## src/rtl/fp_mult_pipe.sv

```systemverilog
// fp_mult_pipe: pipelined floating-point multiplier with a valid/ready stream
// interface and a sideband tag.
//   Operand capture -> S1 unpack/classify -> S2 mantissa product ->
//   S3 normalise/round/pack (output register).
//   An operand accepted at edge N is presented on out_valid after edge N+3.
// Subnormal inputs are flushed to zero. Results below the normal range
// become signed zero. Rounding is round-to-nearest-even.
// All stages advance together on en_s. Bubbles are kept, not squeezed out.
module fp_mult_pipe #(
    parameter int EXP_W = 8,
    parameter int MAN_W = 7,
    parameter int TAG_W = 4
) (
    input  logic                     clk,
    input  logic                     rst_n,
    input  logic                     in_valid,
    output logic                     in_ready,
    input  logic [EXP_W+MAN_W:0]     a,
    input  logic [EXP_W+MAN_W:0]     b,
    input  logic [TAG_W-1:0]         in_tag,
    output logic                     out_valid,
    input  logic                     out_ready,
    output logic [EXP_W+MAN_W:0]     o,
    output logic [TAG_W-1:0]         out_tag,
    output logic [3:0]               flags
);

    localparam int W    = 1 + EXP_W + MAN_W;
    localparam int ES_W = EXP_W + 2;
    localparam int PW   = 2 * MAN_W + 2;

    localparam logic [EXP_W-1:0]        EMAX     = {EXP_W{1'b1}};
    localparam logic signed [ES_W-1:0]  BIAS     = ES_W'((1 << (EXP_W - 1)) - 1);
    localparam logic signed [ES_W-1:0]  EMAX_ES  = $signed({2'b00, EMAX});
    localparam logic signed [ES_W-1:0]  ES_ONE   = ES_W'(1);
    localparam logic signed [ES_W-1:0]  ES_ZERO  = ES_W'(0);

    // ------------------------------------------------------------------
    // Global advance: the whole pipe moves unless the output is stalled
    // ------------------------------------------------------------------
    logic en_s;
    logic out_valid_q;

    assign en_s     = !out_valid_q || out_ready;
    assign in_ready = en_s;

    // ------------------------------------------------------------------
    // Operand capture register
    // ------------------------------------------------------------------
    logic             v0_q,   v0_d;
    logic [W-1:0]     a0_q,   a0_d;
    logic [W-1:0]     b0_q,   b0_d;
    logic [TAG_W-1:0] tag0_q, tag0_d;

    // Capture operands when the pipe advances
    always_comb begin
        v0_d   = v0_q;
        a0_d   = a0_q;
        b0_d   = b0_q;
        tag0_d = tag0_q;
        if (en_s) begin
            v0_d   = in_valid;
            a0_d   = a;
            b0_d   = b;
            tag0_d = in_tag;
        end else begin
            v0_d   = v0_q;
        end
    end

    // ------------------------------------------------------------------
    // S1: unpack and classify
    // ------------------------------------------------------------------
    logic [EXP_W-1:0]        ea_s, eb_s;
    logic [MAN_W-1:0]        fa_s, fb_s;
    logic                    a_nan_s, b_nan_s, a_inf_s, b_inf_s, a_zero_s, b_zero_s;
    logic signed [ES_W-1:0]  es_s;

    logic                    v1_q,    v1_d;
    logic [TAG_W-1:0]        tag1_q,  tag1_d;
    logic                    sign1_q, sign1_d;
    logic signed [ES_W-1:0]  es1_q,   es1_d;
    logic                    nan1_q,  nan1_d;
    logic                    inf1_q,  inf1_d;
    logic                    zero1_q, zero1_d;
    logic [MAN_W:0]          ma1_q,   ma1_d;
    logic [MAN_W:0]          mb1_q,   mb1_d;

    assign ea_s = a0_q[W-2:MAN_W];
    assign eb_s = b0_q[W-2:MAN_W];
    assign fa_s = a0_q[MAN_W-1:0];
    assign fb_s = b0_q[MAN_W-1:0];

    // Classify both operands and form the biased exponent sum
    always_comb begin
        a_nan_s  = (ea_s == EMAX) && (fa_s != {MAN_W{1'b0}});
        b_nan_s  = (eb_s == EMAX) && (fb_s != {MAN_W{1'b0}});
        a_inf_s  = (ea_s == EMAX) && (fa_s == {MAN_W{1'b0}});
        b_inf_s  = (eb_s == EMAX) && (fb_s == {MAN_W{1'b0}});
        a_zero_s = (ea_s == {EXP_W{1'b0}});
        b_zero_s = (eb_s == {EXP_W{1'b0}});
        es_s     = $signed({2'b00, ea_s}) + $signed({2'b00, eb_s}) - BIAS;
    end

    // S1 register update; Inf x zero is folded into the NaN class here
    always_comb begin
        v1_d    = v1_q;
        tag1_d  = tag1_q;
        sign1_d = sign1_q;
        es1_d   = es1_q;
        nan1_d  = nan1_q;
        inf1_d  = inf1_q;
        zero1_d = zero1_q;
        ma1_d   = ma1_q;
        mb1_d   = mb1_q;
        if (en_s) begin
            v1_d    = v0_q;
            tag1_d  = tag0_q;
            sign1_d = a0_q[W-1] ^ b0_q[W-1];
            es1_d   = es_s;
            nan1_d  = a_nan_s || b_nan_s || (a_inf_s && b_zero_s) || (a_zero_s && b_inf_s);
            inf1_d  = a_inf_s || b_inf_s;
            zero1_d = a_zero_s || b_zero_s;
            ma1_d   = {1'b1, fa_s};
            mb1_d   = {1'b1, fb_s};
        end else begin
            v1_d    = v1_q;
        end
    end

    // ------------------------------------------------------------------
    // S2: mantissa product
    // ------------------------------------------------------------------
    logic                    v2_q,    v2_d;
    logic [TAG_W-1:0]        tag2_q,  tag2_d;
    logic                    sign2_q, sign2_d;
    logic signed [ES_W-1:0]  es2_q,   es2_d;
    logic                    nan2_q,  nan2_d;
    logic                    inf2_q,  inf2_d;
    logic                    zero2_q, zero2_d;
    logic [PW-1:0]           p2_q,    p2_d;

    // Multiply the significands with hidden ones restored
    always_comb begin
        v2_d    = v2_q;
        tag2_d  = tag2_q;
        sign2_d = sign2_q;
        es2_d   = es2_q;
        nan2_d  = nan2_q;
        inf2_d  = inf2_q;
        zero2_d = zero2_q;
        p2_d    = p2_q;
        if (en_s) begin
            v2_d    = v1_q;
            tag2_d  = tag1_q;
            sign2_d = sign1_q;
            es2_d   = es1_q;
            nan2_d  = nan1_q;
            inf2_d  = inf1_q;
            zero2_d = zero1_q;
            p2_d    = PW'(ma1_q) * PW'(mb1_q);
        end else begin
            v2_d    = v2_q;
        end
    end

    // ------------------------------------------------------------------
    // S3: normalise, round, pack
    // ------------------------------------------------------------------
    logic [PW-2:0]           norm_s;
    logic [MAN_W-1:0]        frac_s, frac_r_s;
    logic                    guard_s, sticky_s, inc_s, carry_s;
    logic signed [ES_W-1:0]  es_n_s, es_f_s;
    logic [W-1:0]            res_o_s;
    logic [3:0]              res_flags_s;

    // Align the product so its leading one is dropped, then round to nearest even
    always_comb begin
        if (p2_q[PW-1]) begin
            norm_s = p2_q[PW-2:0];
            es_n_s = es2_q + ES_ONE;
        end else begin
            norm_s = {p2_q[PW-3:0], 1'b0};
            es_n_s = es2_q;
        end
        frac_s              = norm_s[PW-2 -: MAN_W];
        guard_s             = norm_s[MAN_W];
        sticky_s            = |norm_s[MAN_W-1:0];
        inc_s               = guard_s && (sticky_s || frac_s[0]);
        {carry_s, frac_r_s} = {1'b0, frac_s} + {{MAN_W{1'b0}}, inc_s};
        if (carry_s) begin
            es_f_s = es_n_s + ES_ONE;
        end else begin
            es_f_s = es_n_s;
        end
    end

    // Pick the final encoding by exception priority
    always_comb begin
        res_o_s     = {W{1'b0}};
        res_flags_s = 4'b0000;
        if (nan2_q) begin
            res_o_s     = {1'b0, EMAX, 1'b1, {(MAN_W-1){1'b0}}};
            res_flags_s = 4'b1000;
        end else if (inf2_q) begin
            res_o_s     = {sign2_q, EMAX, {MAN_W{1'b0}}};
            res_flags_s = 4'b0000;
        end else if (zero2_q) begin
            res_o_s     = {sign2_q, {EXP_W{1'b0}}, {MAN_W{1'b0}}};
            res_flags_s = 4'b0000;
        end else if (es_f_s >= EMAX_ES) begin
            res_o_s     = {sign2_q, EMAX, {MAN_W{1'b0}}};
            res_flags_s = 4'b0101;
        end else if (es_f_s <= ES_ZERO) begin
            res_o_s     = {sign2_q, {EXP_W{1'b0}}, {MAN_W{1'b0}}};
            res_flags_s = 4'b0011;
        end else begin
            res_o_s     = {sign2_q, es_f_s[EXP_W-1:0], frac_r_s};
            res_flags_s = {3'b000, guard_s || sticky_s};
        end
    end

    logic             out_valid_d;
    logic [W-1:0]     o_q,       o_d;
    logic [TAG_W-1:0] out_tag_q, out_tag_d;
    logic [3:0]       flags_q,   flags_d;

    // Output register: data only changes when a new valid result is loaded
    always_comb begin
        out_valid_d = out_valid_q;
        o_d         = o_q;
        out_tag_d   = out_tag_q;
        flags_d     = flags_q;
        if (en_s) begin
            out_valid_d = v2_q;
            if (v2_q) begin
                o_d       = res_o_s;
                out_tag_d = tag2_q;
                flags_d   = res_flags_s;
            end else begin
                o_d       = o_q;
            end
        end else begin
            out_valid_d = out_valid_q;
        end
    end

    // All pipeline state; reset drops every in-flight result at once
    always_ff @(posedge clk or negedge rst_n) begin
        if (!rst_n) begin
            v0_q        <= 1'b0;
            a0_q        <= {W{1'b0}};
            b0_q        <= {W{1'b0}};
            tag0_q      <= {TAG_W{1'b0}};
            v1_q        <= 1'b0;
            tag1_q      <= {TAG_W{1'b0}};
            sign1_q     <= 1'b0;
            es1_q       <= ES_ZERO;
            nan1_q      <= 1'b0;
            inf1_q      <= 1'b0;
            zero1_q     <= 1'b0;
            ma1_q       <= {(MAN_W+1){1'b0}};
            mb1_q       <= {(MAN_W+1){1'b0}};
            v2_q        <= 1'b0;
            tag2_q      <= {TAG_W{1'b0}};
            sign2_q     <= 1'b0;
            es2_q       <= ES_ZERO;
            nan2_q      <= 1'b0;
            inf2_q      <= 1'b0;
            zero2_q     <= 1'b0;
            p2_q        <= {PW{1'b0}};
            out_valid_q <= 1'b0;
            o_q         <= {W{1'b0}};
            out_tag_q   <= {TAG_W{1'b0}};
            flags_q     <= 4'b0000;
        end else begin
            v0_q        <= v0_d;
            a0_q        <= a0_d;
            b0_q        <= b0_d;
            tag0_q      <= tag0_d;
            v1_q        <= v1_d;
            tag1_q      <= tag1_d;
            sign1_q     <= sign1_d;
            es1_q       <= es1_d;
            nan1_q      <= nan1_d;
            inf1_q      <= inf1_d;
            zero1_q     <= zero1_d;
            ma1_q       <= ma1_d;
            mb1_q       <= mb1_d;
            v2_q        <= v2_d;
            tag2_q      <= tag2_d;
            sign2_q     <= sign2_d;
            es2_q       <= es2_d;
            nan2_q      <= nan2_d;
            inf2_q      <= inf2_d;
            zero2_q     <= zero2_d;
            p2_q        <= p2_d;
            out_valid_q <= out_valid_d;
            o_q         <= o_d;
            out_tag_q   <= out_tag_d;
            flags_q     <= flags_d;
        end
    end

    assign out_valid = out_valid_q;
    assign o         = o_q;
    assign out_tag   = out_tag_q;
    assign flags     = flags_q;

endmodule

```

## config.mk

```make
export PLATFORM = sky130hd
export DESIGN_NAME = fp_mult_pipe
export DESIGN_NICKNAME = d
export VERILOG_FILES = /design/src/rtl/fp_mult_pipe.sv
export SDC_FILE = /design/constraint.sdc
export NUM_CORES = 1
export LEC_CHECK = 0
export ABC_AREA = 1
export BUFFER_PORTS_ARGS = -buffer_cell sky130_fd_sc_hd__buf_2
export CAP_MARGIN = 20
export CELL_PAD_IN_SITES_DETAIL_PLACEMENT = 1
export CELL_PAD_IN_SITES_GLOBAL_PLACEMENT = 1
export CORE_ASPECT_RATIO = 1.4
export CORE_MARGIN = 2
export CORE_UTILIZATION = 30
export CTS_BUF_LIST = sky130_fd_sc_hd__clkbuf_16
export CTS_CLUSTER_DIAMETER = 60
export DETAILED_ROUTE_END_ITERATION = 16
export PLACE_DENSITY = 0.67
export SLEW_MARGIN = 10
export SYNTH_ARGS = -nofsm -noshare
export SYNTH_HDL_FRONTEND = slang
export SYNTH_SLANG_ARGS = --single-unit
```

## constraint.sdc

```tcl
create_clock -name clk -period 4 [get_ports clk]
set_input_delay 0.2 -clock clk [delete_from_list [all_inputs] [get_ports clk]]
set_output_delay 0.2 -clock clk [all_outputs]
set_load 0.005 [all_outputs]
```

* After elaboration in Yosys (flattened, before gate mapping) *
Cells that the tools add are included.

word-level totals
  memories = 0
  bits in latches = 0
  output and inout port bits = 26
  ROM bits = 0
  bits in registers = 132
  bits in writable memories = 0

operators by class
  magnitude comparators = 2
  divide/modulo/power cells = 0
  reductions and logical operators = 24
  shifts and indexed selects = 0
  multiplexer cells = 13
  bitwise gates (word level) = 1
  equality and inequality tests = 2
  add/subtract/negate cells = 5
  multipliers = 1

operators by type and width
  operator                                                                            number
  15-bit 2-to-1 mux                                                                   5
  10-bit by 2-bit adder with 10-bit output (second input constant)                    2
  10-bit 2-to-1 mux                                                                   2
  8-bit == test (second input constant)                                               2
  8-bit logical NOT                                                                   2
  8-bit by 8-bit multiplier with 16-bit output                                        1
  16-bit 2-to-1 mux                                                                   1
  7-bit logical NOT                                                                   2
  7-bit nonzero test                                                                  2
  10-bit by 9-bit >= comparator with 1-bit output (second input constant)             1
  10-bit by 1-bit less-or-equal comparator with 1-bit output (second input constant)  1
  9-bit by 7-bit subtractor with 10-bit output (second input constant)                1
  8-bit by 8-bit adder with 9-bit output                                              1
  3-bit 2-to-1 mux                                                                    3
  7-bit by 1-bit adder with 8-bit output                                              1
  1-bit logical OR                                                                    8
  1-bit logical AND                                                                   7
  7-bit OR reduction                                                                  1
  4-bit 2-to-1 mux                                                                    1
  2-bit 2-to-1 mux                                                                    1
  2-bit AND reduction                                                                 1
  1-bit logical NOT                                                                   1
  1-bit bitwise XOR                                                                   1

* Depth between registers and ports, before layout *
Gate-level depths: netlist (run 1).

  depth in word-level cells = 12
  gate-level depth with buffers = 21
  depth with buffers taken out = 19

* Worst setup path before layout (run 1) *
No wires, ideal clock.

  path kind = register to register
  start point = reg ma1_q[7]
  end point = reg p2_q[12]
  arrival = 4.229 ns
  setup slack = -0.311 ns
  buffers on the path = 1
  stages on the path, launching flop included = 17
  period minus slack after synthesis = 4.311 ns
  data required time = 3.918 ns
  setup time = 0.082 ns
  cells stage by stage = dfrtp_1 > clkbuf_1 > nand2_1 > fa_1 > fa_1 > inv_1 > fa_1 > inv_1 > fa_1 > inv_1 > ha_1 > a21oi_1 > o21ai_0 > a21o_1 > a31oi_1 > or2_2 > a31oi_1

on the way
  cells in the longest elaborated chain, start to end = 1

RTL lines
  element                                       line  RTL
  start: declaration                            86    logic [MAN_W:0] ma1_q, ma1_d;
  start signal: assignment                      262   ma1_q <= {(MAN_W+1){1'b0}};
  start signal: assignment                      288   ma1_q <= ma1_d;
  8-bit by 8-bit multiplier with 16-bit output  161   p2_d = PW'(ma1_q) * PW'(mb1_q);
  end signal: assignment                        271   p2_q <= {PW{1'b0}};
  end signal: assignment                        297   p2_q <= p2_d;
  end: declaration                              141   logic [PW-1:0] p2_q, p2_d;

Every way passes these cells.
A chain may end at the register's enable or synchronous reset.

* Worst setup path after layout (run 1) *
  start point = reg mb1_q[4]
  end point = reg p2_q[10]

on the way
  cells in the longest elaborated chain, start to end = 1

RTL lines
  element                                       line  RTL
  start: declaration                            87    logic [MAN_W:0] mb1_q, mb1_d;
  start signal: assignment                      263   mb1_q <= {(MAN_W+1){1'b0}};
  start signal: assignment                      289   mb1_q <= mb1_d;
  8-bit by 8-bit multiplier with 16-bit output  161

Every way passes these cells.

==> run summary, run 1 <==
run status - finished with violations
violations in the final reports - setup timing
setup slack, reg-to-reg - -60 ps
Setup WS post-layout - -61.37 ps
Synth area leader - dfrtp_1
die area - 30370 µm²
EDFF count, synth - 0
height of the die - 205.4 µm
worst skew pair latency - 430 ps
Port Buffers - 65
f_max - 246.2 MHz
Final Slew Violations - 0
top_reg_cell synth - dfrtp_1
Ys Warns - 0
via count - 7390
WS Path Type - flop to flop
Fin. Hold Viols - 0
top-area cell type share of the netlist area - 0.3771
synthesized cell area - 8693 µm²
Min-Delay Path Class - primary input to flop
initial antenna violation count - 0
first-pass GRT wire length - 37760 µm
top post-synthesis cells by area - dfrtp_1 (38%), nand2_1 (16%), fa_1 (8.5%)
initial detailed-routing violation count - 188
headroom to the max-slew limit - 0.5622
CTS Buf Count - 17
Sum Neg Setup Slack - -67.11 ps
initial core utilization - 0.3051
sequential area share after synthesis - 0.3771
final setup violating endpoints - 2
DR WL/cell - 13.77 µm
Detail Route Antenna Nets - 0
final core occ - 0.3833
io pins - 66
flops & latches, synth - 131
drt via density - 4.539
num rows - 73
Worst-Margin Slew - 656.7 ps
ratio of cells with drive above 1 in the final layout - 0.1995
Max H-tree Level - 4
final cycle utilization of the critical path - 1.015
skew final - 7.729 ps
pre-CTS WS - -197.0 ps
DP HPWL - 17200 µm
Die X - 147.9 µm
Post-Route WL - 22420 µm
largest net degree at the start of global routing - 69
commonest cells in the netlist - nand2_1 (361), inv_1 (186), dfrtp_1 (131)
Syn Area/Cell - 7.804 µm²
Post-Synthesis Cells - 1114
unrepaired setup endpoints after global routing - yes
Crit Path Max Fanout - 5
RD Place Congestion - 0.8075
most common cell in the netlist - nand2_1
Critical Path RT - 4300 ps
Total GRT Usage - 0.1555
CP Data Arrival Time - 4360 ps
register area - 3287 µm²
DRC violations left - 0
Diodes inserted - 0
CP endpoint kind - flop
aggregate global routing overflow - 0
1st-pass router iterations - 4
core area - 28500 µm²
filler instances - 3489
nets - 1374
Reg clk slew, reported paths - 60 ps
worst hold slack - 6.843 ps
Area growth syn-to-layout - 25.63%
Root Buffer - clkbuf_16
Max Cap Viol - 0
fin crit period - 4061 ps
number of global-route vias before repair - 7859
Post-synth ARST share - 1.000
Longest Clk Path Bufs - 2
CTS tree - yes
Synth cell types - 43
CP Launch Type - flop
clock sinks - 131
multi-input logic area - 4811 µm²
Syn Nets - 1246
-- metal layers --
| metal | track usage | vias to the layer above | share of wire |
|---|---|---|---|
| met5 | 0 | - | 0 |
| met2 | 0.2940 | 80 | 0.53 |
| li1 | - | 3701 | - |
| met1 | 0.1743 | 3573 | 0.42 |
| met3 | 0.02461 | 36 | 0.019 |
| met4 | 0.05918 | 0 | 0.027 |
-- state kept, by name (all words and copies together) (netlist names), 4 cells and up --
| register | cells |
|---|---|
| tag2_q | 4 |
| o | 16 |
| mb1_q | 7 |
| b0_q | 16 |
| tag0_q | 4 |
| out_tag | 4 |
| a0_q | 16 |
| p2_q | 16 |
| es2_q | 10 |
| flags | 4 |
| es1_q | 10 |
| tag1_q | 4 |
| ma1_q | 8 |
-- area by class of cell --
cell class | count | share of cell area
multi-input cells | 750 | 0.4405
flip-flops and latches | 131 | 0.3010
repair buffers | 151 | 0.09910
inverters | 191 | 0.06633
well taps | 375 | 0.04296
clock buffers | 17 | 0.03895
clock inverters | 13 | 0.01123
-- cells by family (layout without fill, tap and decap cells) --
logic type | count (synthesis) | count (layout) | synth area share
flip-flops | 131 | 131 | 0.3771
adder cells (fa/ha/maj) | 92 | 92 | 0.1644
AO/OA/AOI/OAI | 143 | 143 | 0.09183
AND/OR/NAND/NOR | 504 | 504 | 0.2509
buffers and inverters | 233 | 372 | 0.1048
XOR/XNOR | 11 | 11 | 0.01108
-- layout by cell type (no fill, tap or decap), types with 10 or more instances in the layout --
master and instances:
nand2_1 350, inv_1 177, dfrtp_1 124, o21ai_0 82
buf_2 64, nor2_1 50, buf_4 47, ha_1 45
fa_1 36, nand3_1 33, dlygate4sd3_1 33, nand2_2 21
a21oi_1 18, clkbuf_16 17, inv_2 13, o21ai_2 10
ha_4 10
-- stage by stage --
| stage | std cells | cell area, µm² |
|---|---|---|
| after floorplan | 1114 | 8791 |
| after global placement | 1557 | 9732 |
| after detailed placement | 1557 | 9732 |
| after CTS | 1625 | 10750 |
| after global routing | 1628 | 10920 |
| final | 1628 | 10920 |
-- final timing paths --
kind,from,cells after the start,end
worst max-delay path,mb1_q[4],18,p2_q[10]
worst min register to register,tag0_q[0],2,tag1_q[0]
min in group asynchronous,rst_n,2,p2_q[13]
worst min-delay path,a[8],3,a0_q[8]
max in group asynchronous,rst_n,3,mb1_q[5]
worst max register to register,mb1_q[4],18,p2_q[10]
-- worst max-delay path, cell delays in order (launching register included) --
cell and delay [ps]:
dfrtp_1 420, nand2_1 120, inv_2 50, fa_1 520, inv_1 50, fa_1 480, inv_1 50, fa_1 520
inv_1 50, fa_1 490, inv_2 50, ha_4 250, a21oi_2 160, o21ai_2 90, a21o_1 190, buf_4 140
buf_4 130, xnor2_2 120, o21ai_1 70
-- what timing repair did --
action,in CTS,in global routing
hold endpoints to repair,98,0
pin swaps,24,36
hold buffers,33,0
cloned,0,0
resized for setup,27,39
endpoints found under the setup margin,7,8
buffers inserted,6,3
Power of run 1 is left out: the tool's default activity adds up to more than one toggle a clock period on the data nets, which glitch-free logic cannot reach.
==> run 2, diff against run 1 <==
--- a/config.mk
+++ b/config.mk
@@ -17,6 +17,7 @@
 export CTS_CLUSTER_DIAMETER = 60
 export DETAILED_ROUTE_END_ITERATION = 16
 export PLACE_DENSITY = 0.67
+export RECOVER_POWER = 100
 export SLEW_MARGIN = 10
 export SYNTH_ARGS = -nofsm -noshare
 export SYNTH_HDL_FRONTEND = slang
==> run 2 against run 1 <==
Against the previous run:
- the run ends with capacitance limit, slew limit, setup timing left
- clock-buffer cell count unchanged
- wire length about the same
- first-iteration DRC count did not move
- cell count unchanged
- critical path depth did not move
- hold slack is essentially flat
- highest routed layer unchanged
- flip-flop and latch count stayed put
==> run summary, run 2 (synthesis results as in run 1) <==
run status - finished with violations
violations in the final reports - capacitance limit, slew limit, setup timing
R2R depth - 18
io pins - 66
Hold Startpoint - a[8]
Setup WS post-layout - -61.35 ps
Longest Clk Path Bufs - 2
most frequent cells in the layout - nand2_1 (350), inv_1 (177), dfrtp_1 (124)
RD Place Congestion - 0.8075
CP endpoint kind - flop
headroom to the max-slew limit - -0.1596
Post-Route WL - 22430 µm
height of the die - 205.4 µm
sequence of cells on the critical path - nand2_1 > inv_2 > fa_1 > inv_1 > fa_1 > inv_1 > fa_1 > inv_1 > fa_1 > inv_2 > ha_4 > a21oi_2 > o21ai_2 > a21o_1 > buf_4 > buf_4 > xnor2_2 > o21ai_1
1st-pass router iterations - 4
ratio of cells with drive above 1 in the final layout - 0.1875
CP Data Arrival Time - 4360 ps
Root Buffer - clkbuf_16
final setup violating endpoints - 2
final cycle utilization of the critical path - 1.015
r2r endpoint - p2_q[10]
Diodes inserted - 0
Reg clk slew, reported paths - 60 ps
worst hold stages - 3
Min-Delay Path Class - primary input to flop
core area - 28500 µm²
worst hold slack - 6.851 ps
die area - 30370 µm²
CP Launch Type - flop
drt via density - 4.539
largest net degree at the start of global routing - 69
DRC violations left - 0
num rows - 73
Final Slew Violations - 69
WS Path Type - flop to flop
CTS Buf Count - 17
clock sinks - 131
initial detailed-routing violation count - 188
fin crit period - 4061 ps
worst skew pair latency - 430 ps
skew final - 7.729 ps
Area growth syn-to-layout - 25.35%
Hold EP - a0_q[8]
first-pass GRT wire length - 37760 µm
CP max-delay cell - fa_1
DR WL/cell - 13.78 µm
CP dominant cell by count - fa_1
Fin. Hold Viols - 0
Crit Path Max Fanout - 5
number of global-route vias before repair - 7859
initial core utilization - 0.3051
Worst-Margin Slew - 1739 ps
via count - 7389
Max H-tree Level - 4
Worst path max stage delay - 520 ps
CTS tree - yes
Detail Route Antenna Nets - 0
Total GRT Usage - 0.1555
Non-Filler Instances - 1628
Port Buffers - 65
commonest non-fill, non-tap cell in the layout - nand2_1
Max Cap Viol - 1
Critical Path RT - 4300 ps
placed cells - 1557
initial antenna violation count - 0
worst r2r src - mb1_q[4]
setup slack, reg-to-reg - -60 ps
DP HPWL - 17200 µm
aggregate global routing overflow - 0
f_max - 246.2 MHz
unrepaired setup endpoints after global routing - yes
nets - 1374
Die X - 147.9 µm
[run 2: changes by cell type in the layout (fill, tap and decap cells not counted)]
| cell | delta |
|---|---|
| buf_2 | -15 |
| clkbuf_1 | +15 |
| buf_6 | -1 |
| clkbuf_2 | +1 |
[run 2: area by class of cell]
| class | count | area (µm²) |
|---|---|---|
| Inverter | 191 | 724.4 |
| Fill cell | 3490 | 17600 |
| Tap cell | 375 | 469.2 |
| Clock inverter | 13 | 122.6 |
| Timing Repair Buffer | 151 | 1057 |
| Clock buffer | 17 | 425.4 |
| Sequential cell | 131 | 3287 |
| Multi-Input combinational cell | 750 | 4811 |
[run 2: timing repair]
action	in CTS	in global routing
setup endpoints to repair	7	8
hold buffers	33	0
endpoints found under the hold margin	98	0
setup buffers	6	3
gates resized for setup	27	39
pin swaps	24	36
[run 2: metal layers]
layer | up-vias | GRT usage | share of wire
li1 | 3702 | - | -
met4 | 0 | 0.05918 | 0.027
met5 | - | 0 | 0
met3 | 36 | 0.02461 | 0.020
met1 | 3567 | 0.1743 | 0.42
met2 | 84 | 0.2940 | 0.53
[run 2: critical path: cells and delay by family, from the launching register on]
kind / cells / cell delay (ps)
buffers and inverters: 7 / 520
adder cells (fa/ha/maj): 5 / 2260
AO/OA/AOI/OAI: 4 / 510
XOR/XNOR: 1 / 120
AND/OR/NAND/NOR: 1 / 120
flip-flops: 1 / 420
[run 2: through the flow]
stage | setup TNS [ps] | utilization | cell area [µm²] | setup WS [ps]
floorplan | 0 | - | 8791 | 1.948
global placement | -187.8 | 0.3415 | 9732 | -72.90
detailed placement | -634.6 | 0.3415 | 9732 | -197.0
CTS | -53.46 | 0.3773 | 10750 | -33.59
global route | -896.8 | 0.3824 | 10900 | -194.1
finish | -67.09 | 0.3824 | 10900 | -61.35
[run 2: how the worst max path moves through the flow]
| stage | startpoint | end | slack, ps | depth (start not counted) |
|---|---|---|---|---|
| global route | ma1_q[4] | p2_q[12] | -190 | 18 |
| CTS | ma1_q[4] | p2_q[12] | -30 | 18 |
| detailed placement | mb1_q[3] | p2_q[15] | -200 | 18 |
| finish | mb1_q[4] | p2_q[10] | -60 | 18 |
| floorplan | mb1_q[4] | p2_q[12] | 2 | 18 |
| global placement | ma1_q[1] | p2_q[15] | -70 | 18 |
Power of run 2 is left out for the same reason.
